$ cat src/rtl/seq_shifter.sv
// Multi-cycle shifter/rotator: loads a word, shifts it one bit per clock for a programmable
// count in logical, arithmetic or rotate mode, with a start/busy/done handshake.
module seq_shifter #(
  parameter int unsigned WIDTH = 8,
  parameter int unsigned AW    = 3
) (
  input  logic             clk,
  input  logic             rst,
  input  logic             start,
  input  logic [WIDTH-1:0] din,
  input  logic [AW-1:0]    amt,
  input  logic [2:0]       mode,
  input  logic             sin,
  output logic             busy,
  output logic             done,
  output logic [WIDTH-1:0] dout,
  output logic             sout
);

  localparam logic [1:0] ST_IDLE  = 2'b00;
  localparam logic [1:0] ST_SHIFT = 2'b01;
  localparam logic [1:0] ST_DONE  = 2'b10;

  localparam logic [2:0] MODE_LSL = 3'b000;
  localparam logic [2:0] MODE_LSR = 3'b001;
  localparam logic [2:0] MODE_ASR = 3'b010;
  localparam logic [2:0] MODE_ROL = 3'b011;
  localparam logic [2:0] MODE_ROR = 3'b100;

  logic [1:0]       r_state;
  logic [WIDTH-1:0] r_dout;
  logic [AW-1:0]    r_count;
  logic [2:0]       r_mode;
  logic             r_sin;
  logic             r_sout;

  logic [WIDTH-1:0] w_shift_dout;
  logic             w_shift_sout;

  // One-bit step of the working register; reserved modes leave it untouched.
  always_comb begin
    w_shift_dout = r_dout;
    w_shift_sout = r_sout;
    case (r_mode)
      MODE_LSL: begin
        w_shift_dout = {r_dout[WIDTH-2:0], r_sin};
        w_shift_sout = r_dout[WIDTH-1];
      end
      MODE_LSR: begin
        w_shift_dout = {r_sin, r_dout[WIDTH-1:1]};
        w_shift_sout = r_dout[0];
      end
      MODE_ASR: begin
        w_shift_dout = {r_dout[WIDTH-1], r_dout[WIDTH-1:1]};
        w_shift_sout = r_dout[0];
      end
      MODE_ROL: begin
        w_shift_dout = {r_dout[WIDTH-2:0], r_dout[WIDTH-1]};
        w_shift_sout = r_dout[WIDTH-1];
      end
      MODE_ROR: begin
        w_shift_dout = {r_dout[0], r_dout[WIDTH-1:1]};
        w_shift_sout = r_dout[0];
      end
      default: begin
        w_shift_dout = r_dout;
        w_shift_sout = r_sout;
      end
    endcase
  end

  always_ff @(posedge clk or posedge rst) begin
    if (rst) begin
      r_state <= ST_IDLE;
      r_dout  <= '0;
      r_count <= '0;
      r_mode  <= '0;
      r_sin   <= 1'b0;
      r_sout  <= 1'b0;
    end else begin
      case (r_state)
        ST_IDLE: begin
          if (start) begin
            r_dout  <= din;
            r_count <= amt;
            r_mode  <= mode;
            r_sin   <= sin;
            r_sout  <= 1'b0;
            r_state <= (amt != '0) ? ST_SHIFT : ST_DONE;
          end
        end
        ST_SHIFT: begin
          r_dout  <= w_shift_dout;
          r_sout  <= w_shift_sout;
          r_count <= r_count - AW'(1);
          if (r_count == AW'(1)) begin
            r_state <= ST_DONE;
          end
        end
        ST_DONE: begin
          r_state <= ST_IDLE;
        end
        default: begin
          r_state <= ST_IDLE;
        end
      endcase
    end
  end

  assign busy = (r_state != ST_IDLE);
  assign done = (r_state == ST_DONE);
  assign dout = r_dout;
  assign sout = r_sout;

endmodule

$ cat config.mk
export PLATFORM = sky130hd
export DESIGN_NAME = seq_shifter
export DESIGN_NICKNAME = d
export VERILOG_FILES = /design/src/rtl/seq_shifter.sv
export SDC_FILE = /design/constraint.sdc
export NUM_CORES = 1
export LEC_CHECK = 0
export CAP_MARGIN = 20
export CORE_UTILIZATION = 43
export DETAILED_ROUTE_END_ITERATION = 8
export PLACE_DENSITY_LB_ADDON = 0.08
export SYNTH_ARGS = -nofsm -noshare
export SYNTH_HDL_FRONTEND = slang
export SYNTH_SLANG_ARGS = --single-unit
$ cat constraint.sdc
create_clock -name clk -period 1.5 [get_ports clk]
set_input_delay 0.225 -clock clk [delete_from_list [all_inputs] [get_ports clk]]
set_output_delay 0.225 -clock clk [all_outputs]
set_load 0.02 [all_outputs]
# Yosys cells after proc, flatten, opt, wreduce, memory -nomap -nowiden
# Index checks and enable logic that the tools add are counted.
# totals
register_bits,18
latchBits,0
ramBits,0
romBits,0
inputBits,18
output_inout_bits,11
wordCells,46
memories,0
# classes
n_addsub,1
multipliers,0
div,0
magnitude_cmp,0
n_eq_ne,13
shifts,0
mux,12
bitwise,0
reduce_logical,13
# ops
operator,n
one-hot mux 8 bit (5 select lines),1
one-hot mux 8 bit (2 select lines),1
two-way mux 8 bit,1
== test 3 x 1 -> 1 bit (second input constant),2
== test 3 x 2 -> 1 bit (second input constant),2
two-way mux 2 bit,3
!= test 2 bit (second input constant),3
!= test 6 x 1 -> 1 bit (second input constant),1
one-hot mux 3 bit (2 select lines),1
AND reduction 2 bit,3
AND reduction 3 bit,2
!= test 5 x 1 -> 1 bit (second input constant),1
one-hot mux 1 bit (2 select lines),2
one-hot mux 2 bit (2 select lines),1
AND reduction 4 bit,1
nonzero test 2 bit,2
== test 3 bit (second input constant),1
logical NOT 3 bit,1
two-way mux 3 bit,1
!= test 3 bit (second input constant),1
nonzero test 3 bit,1
OR reduction 3 bit,1
subtractor 3 x 1 -> 3 bit (second input constant),1
== test 2 x 1 -> 1 bit (second input constant),1
4 further kinds,4

# Depth between registers and ports, before layout
# logic_depth
ltp_word,4
depth_mapped,6
mapped_depth_nobuf,5

# Worst setup path before layout
# Ideal clock, no wire load.
# synth_timing
path_type,reg-to-reg
startpoint,register r_mode[0]
endpoint,"register r_dout[2], in the netlist dout[2]"
setup_time_ps,126
arrival_ps,1484
required_time_ps,1374
setup_slack_ps,-110
stages_incl_launch_ff,5
cell_sequence,dfrtp_1 > xor2_1 > o21ai_2 > mux2_1 > a221o_1
# synth_via
elab_chain_len,3
elab_cells_between_ends,9
# synth_lines
element,line_no,source
"start, declared",33,logic [2:0] r_mode;
"start signal, assigned",86,r_mode <= mode;
== test 3 bit (tied with other cells),44,case (r_mode)
one-hot mux 8 bit (5 select lines) / != test 6 x 1 -> 1 bit (equally long branches),n/a,
one-hot mux 8 bit (2 select lines) / AND reduction 3 bit (equally long branches),n/a,
"end signal, assigned",84,r_dout <= din;
"end signal, assigned",93,r_dout <= w_shift_dout;
"end, declared",31,logic [WIDTH-1:0] r_dout;
# Parallel ways exist; a longest one is shown, timed or not.
# A chain may end at the register's enable or synchronous reset.

# Worst setup path in the final report
# layout_timing
startpoint,register r_mode[1]
endpoint,"register r_dout[4], in the netlist dout[4]"
# Same word-level chain as after synthesis.

==> results.json <==
{
  "most-common-layout-cells": "buf_4 (20), clkdlybuf4s50_1 (17), dfrtp_1 (15)",
  "utilization_pct": 66.97,
  "grt_pass1_wl_mm": 4.402,
  "r2r_end": "dout[4]",
  "firstDrtPassIters": 4,
  "chipHeight_um": 52.83,
  "maxCapViolations": 0,
  "final_net_count": 188,
  "diodes": 0,
  "die_width_um": 52.83,
  "cp.required_ps": 1680,
  "wl_mm": 2.778,
  "antenna_found_initial": 0,
  "grt_pass1_vias": 969,
  "row_count": 18,
  "power_uw": 3959,
  "synth_seq_area_share_pct": 40.54,
  "start_util_pct": 45.26,
  "routed-via-count": 1041,
  "slew_headroom_pct": 75.12,
  "cts_tree": "built",
  "crit_path_start_kind": "flip-flop",
  "netlist_instances": 121,
  "worstMarginPinSlew_ps": 371.8,
  "avgSynthCellArea_um2": 9.182,
  "core_area_um2": 2455,
  "period_share_pct": 109.4,
  "crit_slowest_cell": "dfrtp_1",
  "p_per_area_nw_per_um2": 2408,
  "viasPerCell": 5.311,
  "cts.path.max_buffers": 2,
  "cts.sinks": 18,
  "worst_skew_pair.late_latency_ps": 290,
  "syn_area_um2": 1111,
  "drt_iter0_markers": 17,
  "synth-seq-cells": 18,
  "ios": 29,
  "holdBufCountCts": 0,
  "hold_class": "input pin to async pin",
  "setup-tns-final_ps": -792.5,
  "crit_fanout": 6,
  "status": "complete, but fails checks",
  "hpwlAfterDp_mm": 2.047,
  "fmax_mhz": 609.4,
  "root_buffer": "clkbuf_4",
  "drive_gt1_share_pct": 28.92,
  "reg2reg_depth": 4,
  "slew_violations": 0,
  "final_common_cell": "buf_4",
  "grt_max_degree": 19,
  "final_hold_viol_count": 0,
  "max_stage_delay_ps": 430,
  "io_buffers": 28,
  "vdd_drop_max_mv": 1.333,
  "yosys.cell_types.count": 35,
  "die_area_um2": 2791,
  "fin_skew_ps": 2.942,
  "setup-violations-final": 6,
  "yosysWarnings": 0,
  "path_clk_slew_ps": 100,
  "r2r_slack_ps": -140,
  "post-route-drc-count": 0,
  "timing.final.ws_setup_ps": -140.9,
  "syn_nets": 141,
  "crit_type": "flip-flop to flip-flop",
  "place_congestion": 0.8964,
  "area_growth_pct": 47.97,
  "htreeDepth": 1,
  "ant_nets": 0,
  "cts_made_buffers": 3,
  "min_period_ps": 1641,
  "overflow": 0,
  "reg2reg_from": "r_mode[1]",
  "violations": "setup timing",
  "power.leakage_uw": 0.0007669,
  "cp.arrival_ps": 1820,
  "grt_use_total_pct": 22.22,
  "crit_chain": "xor2_2, o21ai_4, mux2_4, a221o_1",
  "cp-end-kind": "flip-flop",
  "wl_per_cell_um": 14.17,
  "grt_setup_unrepaired": "true"
}
==> state kept, by name, summed over array words and instances (netlist names) <==
name and cells:
dout 8, r_count 3, r_mode 3, r_state 2, r_sin 1, sout 1
==> kinds of logic after synthesis <==
| family | count (synthesis) | share of synthesized area [%] |
|---|---|---|
| XOR/XNOR | 2 | 1.577 |
| multiplexers | 11 | 10.92 |
| AND/OR/NAND/NOR | 36 | 14.98 |
| buffers and inverters | 16 | 5.742 |
| adder cells (fa/ha/maj) | 2 | 2.252 |
| flip-flops | 18 | 40.54 |
| AO/OA/AOI/OAI | 36 | 23.99 |
==> repair_timing <==
item	in CTS	in global routing
gates resized for setup	12	16
buffers inserted	0	2
pin swaps	1	2
setup endpoints to repair	17	17
==> layer usage <==
| layer | global-route usage (%) | wire [µm] |
|---|---|---|
| met5 | 0 | 0 |
| met4 | 9.211 | 34 |
| met1 | 30.02 | 1367 |
| met3 | 3.478 | 111 |
| met2 | 34.81 | 1265 |
==> Yosys cell counts, drive strengths merged <==
| library cell | n | area, µm² |
|---|---|---|
| xnor2 | 1 | 8.760 |
| mux2 | 9 | 101.4 |
| a221oi | 1 | 8.760 |
| o221ai | 1 | 8.760 |
| o211ai | 1 | 7.510 |
| a31oi | 1 | 6.260 |
| a221o | 7 | 70.07 |
| nor2b | 2 | 12.51 |
| nand2 | 10 | 37.54 |
| mux2i | 2 | 20.02 |
| buf | 2 | 10.01 |
| o21ai | 7 | 42.54 |
| a21oi | 8 | 40.04 |
| a211oi | 1 | 7.510 |
| or2 | 1 | 6.260 |
| inv | 9 | 33.78 |
| o311ai | 2 | 17.52 |
| nor2 | 13 | 48.80 |
| nand3 | 1 | 5.000 |
| nor3b | 3 | 22.52 |
| o22ai | 1 | 6.260 |
| o31ai | 1 | 7.510 |
| o22a | 3 | 26.28 |
| clkbuf | 5 | 20.01 |
| dfrtp | 18 | 450.4 |
| xor2 | 1 | 8.760 |
| nor3 | 3 | 15.01 |
| nand2b | 3 | 18.77 |
| o21ba | 1 | 10.01 |
| ha | 2 | 25.02 |
| a22oi | 1 | 7.510 |
==> power by group <==
part	leakage, µW	switching, µW	internal [µW]
combinational	0.000539	1230	1440
sequential	0.000214	308	741
clock	0.0000138	148	93.5
total	0.000767	1690	2270
==> through the flow <==
stage	instance area (µm²)	cells	setup slack (ps)	hold slack, ps
floorplan	1149	121	-95.11	163.6
global placement	1579	191	-129.8	491.6
detailed placement	1579	191	-175.0	509.4
CTS	1598	194	-156.9	236.3
global route	1644	196	-204.7	287.6
finish	1644	196	-140.9	234.2
==> worst max-delay path: cells and delay by family, from the launching register on <==
family | cells | cell delay [ps]
compound gates | 2 | 560
flops | 1 | 430
mux | 1 | 330
xor+xnor | 1 | 200
==> layout make-up <==
cell class,count,area (µm²)
clock buffers,3,22.52
fillers,217,810.8
inverters,9,33.78
multi-input cells,87,668.1
flip-flops and latches,18,454.2
well taps,30,37.54
repair buffers,49,427.9
==> worst max path at each step <==
stage,to,startpoint
global placement,dout[6],r_mode[1]
detailed placement,dout[4],r_mode[1]
finish,dout[4],r_mode[1]
floorplan,dout[1],r_mode[0]
CTS,dout[4],r_mode[1]
global route,dout[2],r_mode[1]
Power figures use the tool's default switching activity.
